**config.mk**
```make
export PLATFORM = sky130hd
export DESIGN_NAME = decimal_adder
export DESIGN_NICKNAME = d
export VERILOG_FILES = /design/src/rtl/decimal_adder.sv
export SDC_FILE = /design/constraint.sdc
export NUM_CORES = 1
export LEC_CHECK = 0
export BUFFER_PORTS_ARGS = -buffer_cell sky130_fd_sc_hd__buf_2
export CAP_MARGIN = 5
export CORE_AREA = 5 5 42 44
export DETAILED_ROUTE_END_ITERATION = 7
export DIE_AREA = 0 0 47 49
export HOLD_SLACK_MARGIN = 0.02
export PLACE_DENSITY = 0.73
export RECOVER_POWER = 25
export SYNTH_ARGS = -nofsm -noshare
export SYNTH_HDL_FRONTEND = slang
export SYNTH_SLANG_ARGS = --single-unit
```
**constraint.sdc**
```tcl
create_clock -name clk -period 2.9 [get_ports clk]
set_input_delay 0.725 -clock clk [delete_from_list [all_inputs] [get_ports clk]]
set_output_delay 0.725 -clock clk [all_outputs]
set_load 0.01 [all_outputs]
```
**src/rtl/decimal_adder.sv**
```systemverilog
// ----------------------------------------------------------------------------
// decimal_adder
// Registered BCD (8421) decimal adder. Adds two packed BCD operands of DIGITS
// decimal digits plus a carry-in and presents the BCD sum, the decimal
// carry-out and an invalid-digit flag one clock after the operands are
// accepted.
//
// Ports:
//   clk       - rising-edge clock
//   rst       - synchronous active-high reset, clears every output
//   A, B      - packed BCD operands, digit 0 in bits [3:0]
//   Cin       - decimal carry-in into digit 0
//   in_valid  - A, B and Cin are accepted on an edge where this is high
//   Sum       - registered BCD sum, packed like A
//   Carry     - registered decimal carry-out of the most significant digit
//   out_valid - one-cycle strobe per accepted operation
//   err       - registered flag, some nibble of A or B was above 9
// ----------------------------------------------------------------------------
module decimal_adder #(
    parameter int DIGITS = 1
) (
    input  logic                  clk,
    input  logic                  rst,
    input  logic [4*DIGITS-1:0]   A,
    input  logic [4*DIGITS-1:0]   B,
    input  logic                  Cin,
    input  logic                  in_valid,
    output logic [4*DIGITS-1:0]   Sum,
    output logic                  Carry,
    output logic                  out_valid,
    output logic                  err
);

    logic [4*DIGITS-1:0] sum_d;
    logic [4*DIGITS-1:0] sum_q;
    logic                carry_d;
    logic                carry_q;
    logic                err_d;
    logic                err_q;
    logic                outValid_q;

    logic [3:0]          digitA;
    logic [3:0]          digitB;
    logic [4:0]          digitSum;
    logic [4:0]          digitAdj;
    logic                rippleCarry;

    // Digit-serial ripple within one cycle. A binary digit sum above 9 is
    // pushed back into BCD range by adding 6, which also drops the decimal
    // carry out of the nibble. Any nibble outside 0..9 invalidates the whole
    // result, so the arithmetic outputs are forced to zero in that case.
    always_comb begin
        sum_d       = '0;
        carry_d     = 1'b0;
        err_d       = 1'b0;
        digitA      = 4'd0;
        digitB      = 4'd0;
        digitSum    = 5'd0;
        digitAdj    = 5'd0;
        rippleCarry = Cin;
        for (int i = 0; i < DIGITS; i++) begin
            digitA   = A[4*i +: 4];
            digitB   = B[4*i +: 4];
            if ((digitA > 4'd9) || (digitB > 4'd9)) begin
                err_d = 1'b1;
            end
            digitSum = {1'b0, digitA} + {1'b0, digitB} + {4'd0, rippleCarry};
            if (digitSum > 5'd9) begin
                digitAdj    = digitSum + 5'd6;
                rippleCarry = 1'b1;
            end else begin
                digitAdj    = digitSum;
                rippleCarry = 1'b0;
            end
            sum_d[4*i +: 4] = digitAdj[3:0];
        end
        carry_d = rippleCarry;
        if (err_d) begin
            sum_d   = '0;
            carry_d = 1'b0;
        end
    end

    // Result registers. Reset wins over an accepted operation, discarding it.
    // When no operation is accepted the strobe drops but the last result is
    // kept on the outputs.
    always_ff @(posedge clk) begin
        if (rst) begin
            sum_q      <= '0;
            carry_q    <= 1'b0;
            err_q      <= 1'b0;
            outValid_q <= 1'b0;
        end else begin
            outValid_q <= in_valid;
            if (in_valid) begin
                sum_q   <= sum_d;
                carry_q <= carry_d;
                err_q   <= err_d;
            end
        end
    end

    assign Sum       = sum_q;
    assign Carry     = carry_q;
    assign err       = err_q;
    assign out_valid = outValid_q;

endmodule

```
==> flow_metrics.tcl, run 1 <==
set metrics [dict create \
    run_status "finished, final reports clean" \
    drt-initial-drc-count 5 \
    drt.antenna.violating_nets 0 \
    buffer_ports.inserted 18 \
    regToRegSetupSlack_ns 2.00 \
    antennaDiodeCount 0 \
    mappedNetlistArea_um2 498 \
    tightest_slew_ns 0.326 \
    drv.max_cap_violation_count 0 \
    grt_first_pass_wirelength_um 2040 \
    timing.fmax_mhz 357 \
    critPathLaunchType "input port" \
    min_from "err$_SDFFE_PP0P_" \
    setup.worst_path.class "in2reg" \
    report.final.hold_viol_count 0 \
    first_global_vias 512 \
    critical_path.most_common_cell "sky130_fd_sc_hd__fa_2" \
    synth_seq_area_share 0.281 \
    share_of_post_route_cells_with_drive_strength_above_1 0.436 \
    min_to "err$_SDFFE_PP0P_" \
    largest_net_degree_at_the_start_of_global_routing 12 \
    power_leakage_nw 0.330 \
    avgSynthCellArea_um2 9.58 \
    maxSlewHeadroom 0.783 \
    ir_worst_vdd_v 0.000361 \
    cts_buffers 3 \
    power_mw 0.329 \
    die_height_um 49 \
    drc_errors 0 \
    fin_skew_ns 0 \
    worst-path-max-fanout 3 \
    critPathRequiredTime_ns 3.07 \
    layout_commonest_cell "sky130_fd_sc_hd__buf_2" \
    vias 469 \
    reg2reg_from "Sum[3]$_SDFFE_PP0P_" \
    path_buf_inv 2 \
    drtPass1Iterations 4 \
    synth_edf_count 0 \
    cts_tree "yes" \
    groute.usage.overall 0.121 \
    layout_common_cells "sky130_fd_sc_hd__buf_2 (16), sky130_fd_sc_hd__dfxtp_1 (7), sky130_fd_sc_hd__buf_4 (5)" \
    timing.rr.end "Sum[3]$_SDFFE_PP0P_" \
    worst-endpoint-arrival_ns 2.97 \
    power_per_cell_area_mw_per_mm2 481 \
    register_area_um2 140 \
    share_of_the_synthesized_area_in_the_top_cell_type 0.281 \
    synth_flop_cell "sky130_fd_sc_hd__dfxtp_1" \
    htree_num_levels 1 \
    ios 19 \
    design.die.area_mm2 0.00230 \
    synth_largest_area_cell "sky130_fd_sc_hd__dfxtp_1" \
    grt_setup_unrepaired "no" \
    detailedPlacementHpwl_um 910 \
    period_minus_slack_ns 2.80 \
    mappedNetlistNets 70 \
    area.growth.synth_to_final_pct 37.4 \
    die_w_um 47 \
    cts.clk_slew.worst_paths_ns 0.05 \
    asyncSetResetFlopFracSynth 0 \
    timing.critical_path.slowest_stage_cell "sky130_fd_sc_hd__fa_2" \
    timing.setup.tns_ns 0 \
    filler_cell_count 152 \
    multiInputGateArea_um2 365 \
    gp_congestion 0.774 \
    initial_core_util 0.355 \
    fin_crit_sh 0.966 \
    grt_overflow 0 \
    hold_slack_ns 0.495 \
    synth.area.top_cells "sky130_fd_sc_hd__dfxtp_1 (28%), sky130_fd_sc_hd__ha_1 (10%), sky130_fd_sc_hd__fa_1 (8.0%)" \
    crit_path_end_kind "register" \
    cts_root_buffer "sky130_fd_sc_hd__clkbuf_4" \
    routed_wl_um 1100 \
    clock_tree.buffer_depth 2 \
    vias_per_cell 4.99 \
    min_path_cells 2 \
    worst_r2r_path_depth 2 \
    synthesis.instances 52 \
    core.rowCount 14 \
    finalMaxSlewViolations 0 \
    antenna_violations_before_repair 0 \
    layout.cells.non_filler 94 \
    cpPeakStageDelay_ns 0.55 \
    design.core.area_mm2 0.00140 \
    setup_viol_count_final 0 \
    cp_top_family "adder cells" \
    cts_num_sinks 7 \
    yosysWarningCount 0 \
    final_net_count 97 \
    cts_setup_buffers 0 \
    clk-insertion-delay-late_ns 0.26 \
    post_synth_num_cell_types 28 \
    ys_seq_elements 7 \
    hold_path.class "reg2reg" \
    drt-wirelength-per-cell_um 11.6 \
    dp.cells 90 \
    critical_path.cell_chain "buf_2 > fa_2 > fa_2 > inv_1 > ha_2 > nor2b_1 > o41ai_4 > mux2_4 > o32ai_2" \
]
-- tightest hold or removal path, stage by stage, from the launching register on --
cell and delay [ns]:
sky130_fd_sc_hd__dfxtp_1 0.31, sky130_fd_sc_hd__nor2_1 0.09, sky130_fd_sc_hd__nor3_1 0.05
-- cells by family (layout without fill, tap and decap cells) --
| logic type | after synthesis | after routing | share of synthesized area |
|---|---|---|---|
| mux | 2 | 2 | 0.0427 |
| flops | 7 | 7 | 0.281 |
| compound gates | 13 | 13 | 0.216 |
| buf+inv | 3 | 29 | 0.0226 |
| simple gates | 20 | 20 | 0.239 |
| fa+ha+maj | 6 | 6 | 0.181 |
| xor+xnor | 1 | 1 | 0.0176 |
-- routing by layer --
layer | vias to the layer above | routed length, um | global-route usage | part of all wire
met1 | 214 | 461 | 0.137 | 0.42
met5 | - | 0 | 0 | 0
met4 | 0 | 16 | 0.0276 | 0.015
met2 | 12 | 538 | 0.192 | 0.49
met3 | 2 | 78 | 0.0664 | 0.071
li1 | 241 | - | - | -
-- power breakdown --
| part | total (mW) | internal (mW) | switching, mW |
|---|---|---|---|
| Sequential | 0.105 | 0.103 | 0.00244 |
| Combinational | 0.132 | 0.0711 | 0.0612 |
| Clock | 0.0915 | 0.0527 | 0.0389 |
| Total | 0.329 | 0.227 | 0.102 |
-- per-stage QoR --
stage / util / cell area (um2) / setup slack, ns
2_1_floorplan: - / 498 / -0.0866
3_3_place_gp: 0.458 / 642 / -0.233
3_5_place_dp: 0.458 / 642 / -0.278
4_1_cts: 0.488 / 684 / 0.0220
5_1_grt: 0.488 / 684 / 0.0112
6_report: 0.488 / 684 / 0.0992
-- worst max path at each step --
stage               start                  end  slack [ns]  cells past startpoint
floorplan            A[0]  Sum[2]$_SDFFE_PP0P_       -0.09                      8
global placement     A[0]  Sum[2]$_SDFFE_PP0P_       -0.23                      9
detailed placement   A[0]  Sum[2]$_SDFFE_PP0P_       -0.28                      9
CTS                  A[0]  Sum[2]$_SDFFE_PP0P_        0.02                      9
global route         A[0]  Sum[2]$_SDFFE_PP0P_        0.01                      9
finish               A[0]  Sum[2]$_SDFFE_PP0P_         0.1                      9
-- synthesized netlist by cell type (2+ instances only) --
cell type	instances
sky130_fd_sc_hd__fa_1	2
sky130_fd_sc_hd__dfxtp_1	7
sky130_fd_sc_hd__and3_1	2
sky130_fd_sc_hd__nor2b_1	4
sky130_fd_sc_hd__inv_1	2
sky130_fd_sc_hd__o21ai_0	2
sky130_fd_sc_hd__a21oi_1	4
sky130_fd_sc_hd__nor2_1	4
sky130_fd_sc_hd__nor3_1	2
sky130_fd_sc_hd__ha_1	4
sky130_fd_sc_hd__nand3_1	2
-- what timing repair did --
item                                    CTS  global route
pin swaps                                 1             1
resized for setup                         4             1
hold buffers                              0             0
endpoints found under the setup margin    1             2
-- registers in the layout, summed over array words and instances, names as in the netlist --
register and cells:
Sum 4, out_valid 1, Carry 1, err 1
-- layout make-up --
class / count / area share
Tap cell: 16 / 0.0293
Timing Repair Buffer: 23 / 0.183
Multi-Input combinational cell: 42 / 0.534
Sequential cell: 7 / 0.205
Inverter: 2 / 0.0110
Clock buffer: 4 / 0.0384
Power figures use the tool's default switching activity.
==> run 2: changes to the inputs <==
--- a/config.mk
+++ b/config.mk
@@ -12,7 +12,6 @@
 export DIE_AREA = 0 0 47 49
 export HOLD_SLACK_MARGIN = 0.02
 export PLACE_DENSITY = 0.73
-export RECOVER_POWER = 25
 export SYNTH_ARGS = -nofsm -noshare
 export SYNTH_HDL_FRONTEND = slang
 export SYNTH_SLANG_ARGS = --single-unit
==> flow_metrics.tcl, run 2 (synthesized netlist as in run 1, its figures left out) <==
set metrics [dict create \
    gr-usage-met1 0.137 \
    run_status "finished, final reports clean" \
    final_core_util 0.490 \
    drc_errors 0 \
    grt_overflow 0 \
    setup_viol_count_final 0 \
    hold_path.class "reg2reg" \
    p_sw_mw 0.103 \
    final_worst_path_setup_slack_ns 0.0993 \
    global_route.usage.met3 0.0664 \
    clk-insertion-delay-late_ns 0.26 \
    routed_wl_um 1100 \
    cts_buffers 3 \
    first_global_vias 512 \
    finalMaxSlewViolations 0 \
    fin_crit_sh 0.966 \
    final_net_count 97 \
    cts_setup_buffers 0 \
    clock_tree.buffer_depth 2 \
    switching_fraction 0.311 \
    core.rowCount 14 \
    design.core.area_mm2 0.00140 \
    worst_r2r_path_depth 2 \
    drt-initial-drc-count 5 \
    die_height_um 49 \
    placedInstanceArea_um2 642 \
    worst-path-max-fanout 3 \
    power_leakage_nw 0.336 \
    setup.worst_path.class "in2reg" \
    vias 469 \
    timing.rr.end "Sum[3]$_SDFFE_PP0P_" \
    reg2reg_from "Sum[3]$_SDFFE_PP0P_" \
    cts_num_sinks 7 \
    place_ws_ns -0.278 \
    buffer_ports.inserted 18 \
    maxSlewHeadroom 0.787 \
    ios 19 \
    gp_congestion 0.774 \
    min_from "err$_SDFFE_PP0P_" \
    cts_root_buffer "sky130_fd_sc_hd__clkbuf_4" \
    peak_usage_layer_in_the_global_routing_report "met2" \
    antenna_violations_before_repair 0 \
    clkPwrFrac 0.278 \
    filler_cell_count 150 \
    grt_first_pass_wirelength_um 2040 \
    largest_net_degree_at_the_start_of_global_routing 12 \
    post-route-cell-area_um2 687 \
    report.final.hold_viol_count 0 \
    drt-wirelength-per-cell_um 11.7 \
    design.die.area_mm2 0.00230 \
    drtPass1Iterations 4 \
    timing.fmax_mhz 357 \
    worst-endpoint-arrival_ns 2.97 \
    min_to "err$_SDFFE_PP0P_" \
    comb_power_share 0.403 \
    layout_commonest_cell "sky130_fd_sc_hd__buf_2" \
    die_w_um 47 \
    grt_setup_unrepaired "no" \
    fin_skew_ns 0 \
    vias_per_cell 4.99 \
    htree_num_levels 1 \
    period_minus_slack_ns 2.80 \
    antennaDiodeCount 0 \
    critPathRequiredTime_ns 3.07 \
    number_of_flip_flops_under_the_largest_register_name 4 \
    groute.usage.overall 0.121 \
    cts_tree "yes" \
    cts_hold_repair.buffers 0 \
    internal-power_mw 0.227 \
    crit_path_end_kind "register" \
    layout_common_cells "sky130_fd_sc_hd__buf_2 (18), sky130_fd_sc_hd__dfxtp_1 (7), sky130_fd_sc_hd__buf_4 (5)" \
    drt.antenna.violating_nets 0 \
    drv.max_cap_violation_count 0 \
    min_path_cells 2 \
    share_of_post_route_cells_with_drive_strength_above_1 0.462 \
    cts.clk_slew.worst_paths_ns 0.05 \
    detailedPlacementHpwl_um 910 \
    critPathLaunchType "input port" \
    grtUsageMet2 0.192 \
    seq_power_share 0.320 \
    hold_slack_ns 0.495 \
    area.growth.synth_to_final_pct 37.9 \
    ir_worst_vdd_v 0.000364 \
    power_per_cell_area_mw_per_mm2 480 \
    initial_core_util 0.355 \
    timing.setup.tns_ns 0 \
    tightest_slew_ns 0.319 \
    regToRegSetupSlack_ns 2.00 \
]
## run 2: changes by cell type in the layout (fill, tap and decap cells not counted)
cell	delta
sky130_fd_sc_hd__buf_2	+2
sky130_fd_sc_hd__clkbuf_1	-2
## run 2: power groups by stage
| stage | combinational (mW) | clock [mW] | sequential (mW) |
|---|---|---|---|
| after CTS | 0.133 | 0.0951 | 0.105 |
| after floorplan | 0.0717 | 0 | 0.111 |
| after global placement | 0.120 | 0 | 0.107 |
| after detailed placement | 0.123 | 0 | 0.107 |
| after global routing | 0.147 | 0.102 | 0.106 |
| final | 0.133 | 0.0915 | 0.105 |
## run 2: stage by stage
step | cells | power [mW]
finish | 94 | 0.330
global route | 94 | 0.356
CTS | 94 | 0.333
detailed placement | 90 | 0.230
global placement | 90 | 0.227
floorplan | 52 | 0.182
## run 2: final cells by class
class / instances / area (um2) / share of cell area
well taps: 16 / 20.0 / 0.0291
clock buffers: 4 / 26.3 / 0.0383
multi-input cells: 42 / 365 / 0.532
repair buffers: 23 / 128 / 0.186
flip-flops and latches: 7 / 140 / 0.204
inverters: 2 / 7.51 / 0.0109
## run 2: how the worst max path moves through the flow
stage,startpoint,to,slack (ns)
after floorplan,A[0],Sum[2]$_SDFFE_PP0P_,-0.09
after global placement,A[0],Sum[2]$_SDFFE_PP0P_,-0.23
after detailed placement,A[0],Sum[2]$_SDFFE_PP0P_,-0.28
after CTS,A[0],Sum[2]$_SDFFE_PP0P_,0.02
after global routing,A[0],Sum[2]$_SDFFE_PP0P_,0.01
final,A[0],Sum[2]$_SDFFE_PP0P_,0.1
## run 2: critical path: stages
cell                      delay, ns
sky130_fd_sc_hd__buf_2         0.11
sky130_fd_sc_hd__fa_2          0.39
sky130_fd_sc_hd__fa_2          0.55
sky130_fd_sc_hd__inv_1         0.07
sky130_fd_sc_hd__ha_2          0.17
sky130_fd_sc_hd__nor2b_1       0.15
sky130_fd_sc_hd__o41ai_4       0.28
sky130_fd_sc_hd__mux2_4        0.34
sky130_fd_sc_hd__o32ai_2       0.19
## run 2: what timing repair did
item                                    4_1_cts  5_1_grt
hold endpoints to repair                      0        0
endpoints found under the setup margin        1        2
pin swaps                                     1        1
gates resized for setup                       4        1
## run 2: per-layer routing
layer  vias up  wire (um)
met2        12        540
met3         2         78
met5         -          0
met4         0         16
li1        241          -
met1       214        465
==> run 3: changes to the inputs <==
--- a/config.mk
+++ b/config.mk
@@ -12,6 +12,7 @@
 export DIE_AREA = 0 0 47 49
 export HOLD_SLACK_MARGIN = 0.02
 export PLACE_DENSITY = 0.73
+export RECOVER_POWER = 50
 export SYNTH_ARGS = -nofsm -noshare
 export SYNTH_HDL_FRONTEND = slang
 export SYNTH_SLANG_ARGS = --single-unit
==> flow_metrics.tcl, run 3 (synthesized netlist as in run 1, its figures left out) <==
set metrics [dict create \
    share_of_post_route_cells_with_drive_strength_above_1 0.397 \
    timing.critical_path.slowest_stage_cell "sky130_fd_sc_hd__fa_2" \
    first_global_vias 512 \
    groute.usage.overall 0.121 \
    filler_cell_count 155 \
    regToRegSetupSlack_ns 2.00 \
    critical_path_cell_count 9 \
    power_leakage_nw 0.318 \
    cts_setup_buffers 0 \
    fin_crit_sh 0.966 \
    clk-insertion-delay-late_ns 0.26 \
    report.final.hold_viol_count 0 \
    worst-path-max-fanout 3 \
    place_ws_ns -0.278 \
    cts_tree "yes" \
    dp.cells 90 \
    multiInputGateArea_um2 365 \
    grt_overflow 0 \
    antennaDiodeCount 0 \
    gp_congestion 0.774 \
    number_of_flip_flops_under_the_largest_register_name 4 \
    power_per_cell_area_mw_per_mm2 483 \
    crit_path_end_kind "register" \
    drt.antenna.violating_nets 0 \
    grt_first_pass_wirelength_um 2040 \
    drtPass1Iterations 3 \
    cp_top_family "adder cells" \
    drc_errors 0 \
    hold_slack_ns 0.488 \
    run_status "finished, final reports clean" \
    ios 19 \
    drv.max_cap_violation_count 0 \
    final_net_count 97 \
    critical_path.cell_chain "buf_2 > fa_2 > fa_2 > inv_1 > ha_2 > nor2b_1 > o41ai_4 > mux2_4 > o32ai_2" \
    largest_net_degree_at_the_start_of_global_routing 12 \
    path_buf_inv 2 \
    register_area_um2 140 \
    final_core_util 0.486 \
    area.growth.synth_to_final_pct 36.7 \
    post-route-cell-area_um2 681 \
    placedInstanceArea_um2 642 \
    drt-initial-drc-count 3 \
    layout.cells.non_filler 94 \
    final_worst_path_setup_slack_ns 0.0990 \
    setup_viol_count_final 0 \
    core.rowCount 14 \
    design.core.area_mm2 0.00140 \
    critPathRequiredTime_ns 3.07 \
    min_from "err$_SDFFE_PP0P_" \
    setup.worst_path.class "in2reg" \
    timing.fmax_mhz 357 \
    routed_wl_um 1090 \
    drt-wirelength-per-cell_um 11.5 \
    worst-endpoint-arrival_ns 2.97 \
    reg2reg_from "Sum[3]$_SDFFE_PP0P_" \
    critPathLaunchType "input port" \
    period_minus_slack_ns 2.80 \
    cts_root_buffer "sky130_fd_sc_hd__clkbuf_4" \
    grt_setup_unrepaired "no" \
    min_to "err$_SDFFE_PP0P_" \
    finalMaxSlewViolations 0 \
    fin_skew_ns 0 \
    worst_r2r_path_depth 2 \
    vias 476 \
    min_path_cells 2 \
    layout_commonest_cell "sky130_fd_sc_hd__buf_2" \
    detailedPlacementHpwl_um 910 \
    tightest_slew_ns 0.327 \
    cts_hold_repair.buffers 0 \
    cts_buffers 3 \
    htree_num_levels 1 \
    hold_path.class "reg2reg" \
    timing.setup.tns_ns 0 \
    maxSlewHeadroom 0.782 \
    ir_worst_vdd_v 0.000360 \
    antenna_violations_before_repair 0 \
    die_w_um 47 \
    power_mw 0.329 \
    initial_core_util 0.355 \
    vias_per_cell 5.06 \
    die_height_um 49 \
    cts_num_sinks 7 \
    clock_tree.buffer_depth 2 \
    cts.clk_slew.worst_paths_ns 0.05 \
    cpPeakStageDelay_ns 0.55 \
    buffer_ports.inserted 18 \
    critical_path.most_common_cell "sky130_fd_sc_hd__fa_2" \
    layout_common_cells "sky130_fd_sc_hd__buf_2 (13), sky130_fd_sc_hd__dfxtp_1 (7), sky130_fd_sc_hd__clkbuf_1 (6)" \
    design.die.area_mm2 0.00230 \
    timing.rr.end "Sum[3]$_SDFFE_PP0P_" \
]
[run 3: final cells by class]
| class | instances | area share |
|---|---|---|
| Clock buffer | 4 | 0.0386 |
| Timing Repair Buffer | 23 | 0.178 |
| Multi-Input combinational cell | 42 | 0.537 |
| Sequential cell | 7 | 0.206 |
| Tap cell | 16 | 0.0294 |
| Inverter | 2 | 0.0110 |
[run 3: repair_timing]
item,in CTS,in global routing
resized for setup,4,1
gates cloned,0,0
pin swaps,1,1
endpoints found under the setup margin,1,2
[run 3: routing by layer]
metal	global-route usage	vias up	share of wire
li1	-	241	-
met1	0.137	221	0.41
met2	0.192	12	0.50
met3	0.0664	2	0.078
met4	0.0276	0	0.015
met5	0	-	0
[run 3: power breakdown]
group	internal [mW]	switching [mW]	leakage, nW
Clock	0.0527	0.0389	0.0150
Combinational	0.0705	0.0610	0.246
Sequential	0.103	0.00247	0.0574
[run 3: worst max-delay path by stage]
stage	slack (ns)	start	to
floorplan	-0.09	A[0]	Sum[2]$_SDFFE_PP0P_
global placement	-0.23	A[0]	Sum[2]$_SDFFE_PP0P_
detailed placement	-0.28	A[0]	Sum[2]$_SDFFE_PP0P_
CTS	0.02	A[0]	Sum[2]$_SDFFE_PP0P_
global route	0.01	A[0]	Sum[2]$_SDFFE_PP0P_
finish	0.1	A[0]	Sum[2]$_SDFFE_PP0P_
[run 3: tightest hold or removal path: cells and delay by family, from the launching register on]
family / cells / cell delay [ns]
simple gates: 2 / 0.14
flops: 1 / 0.30
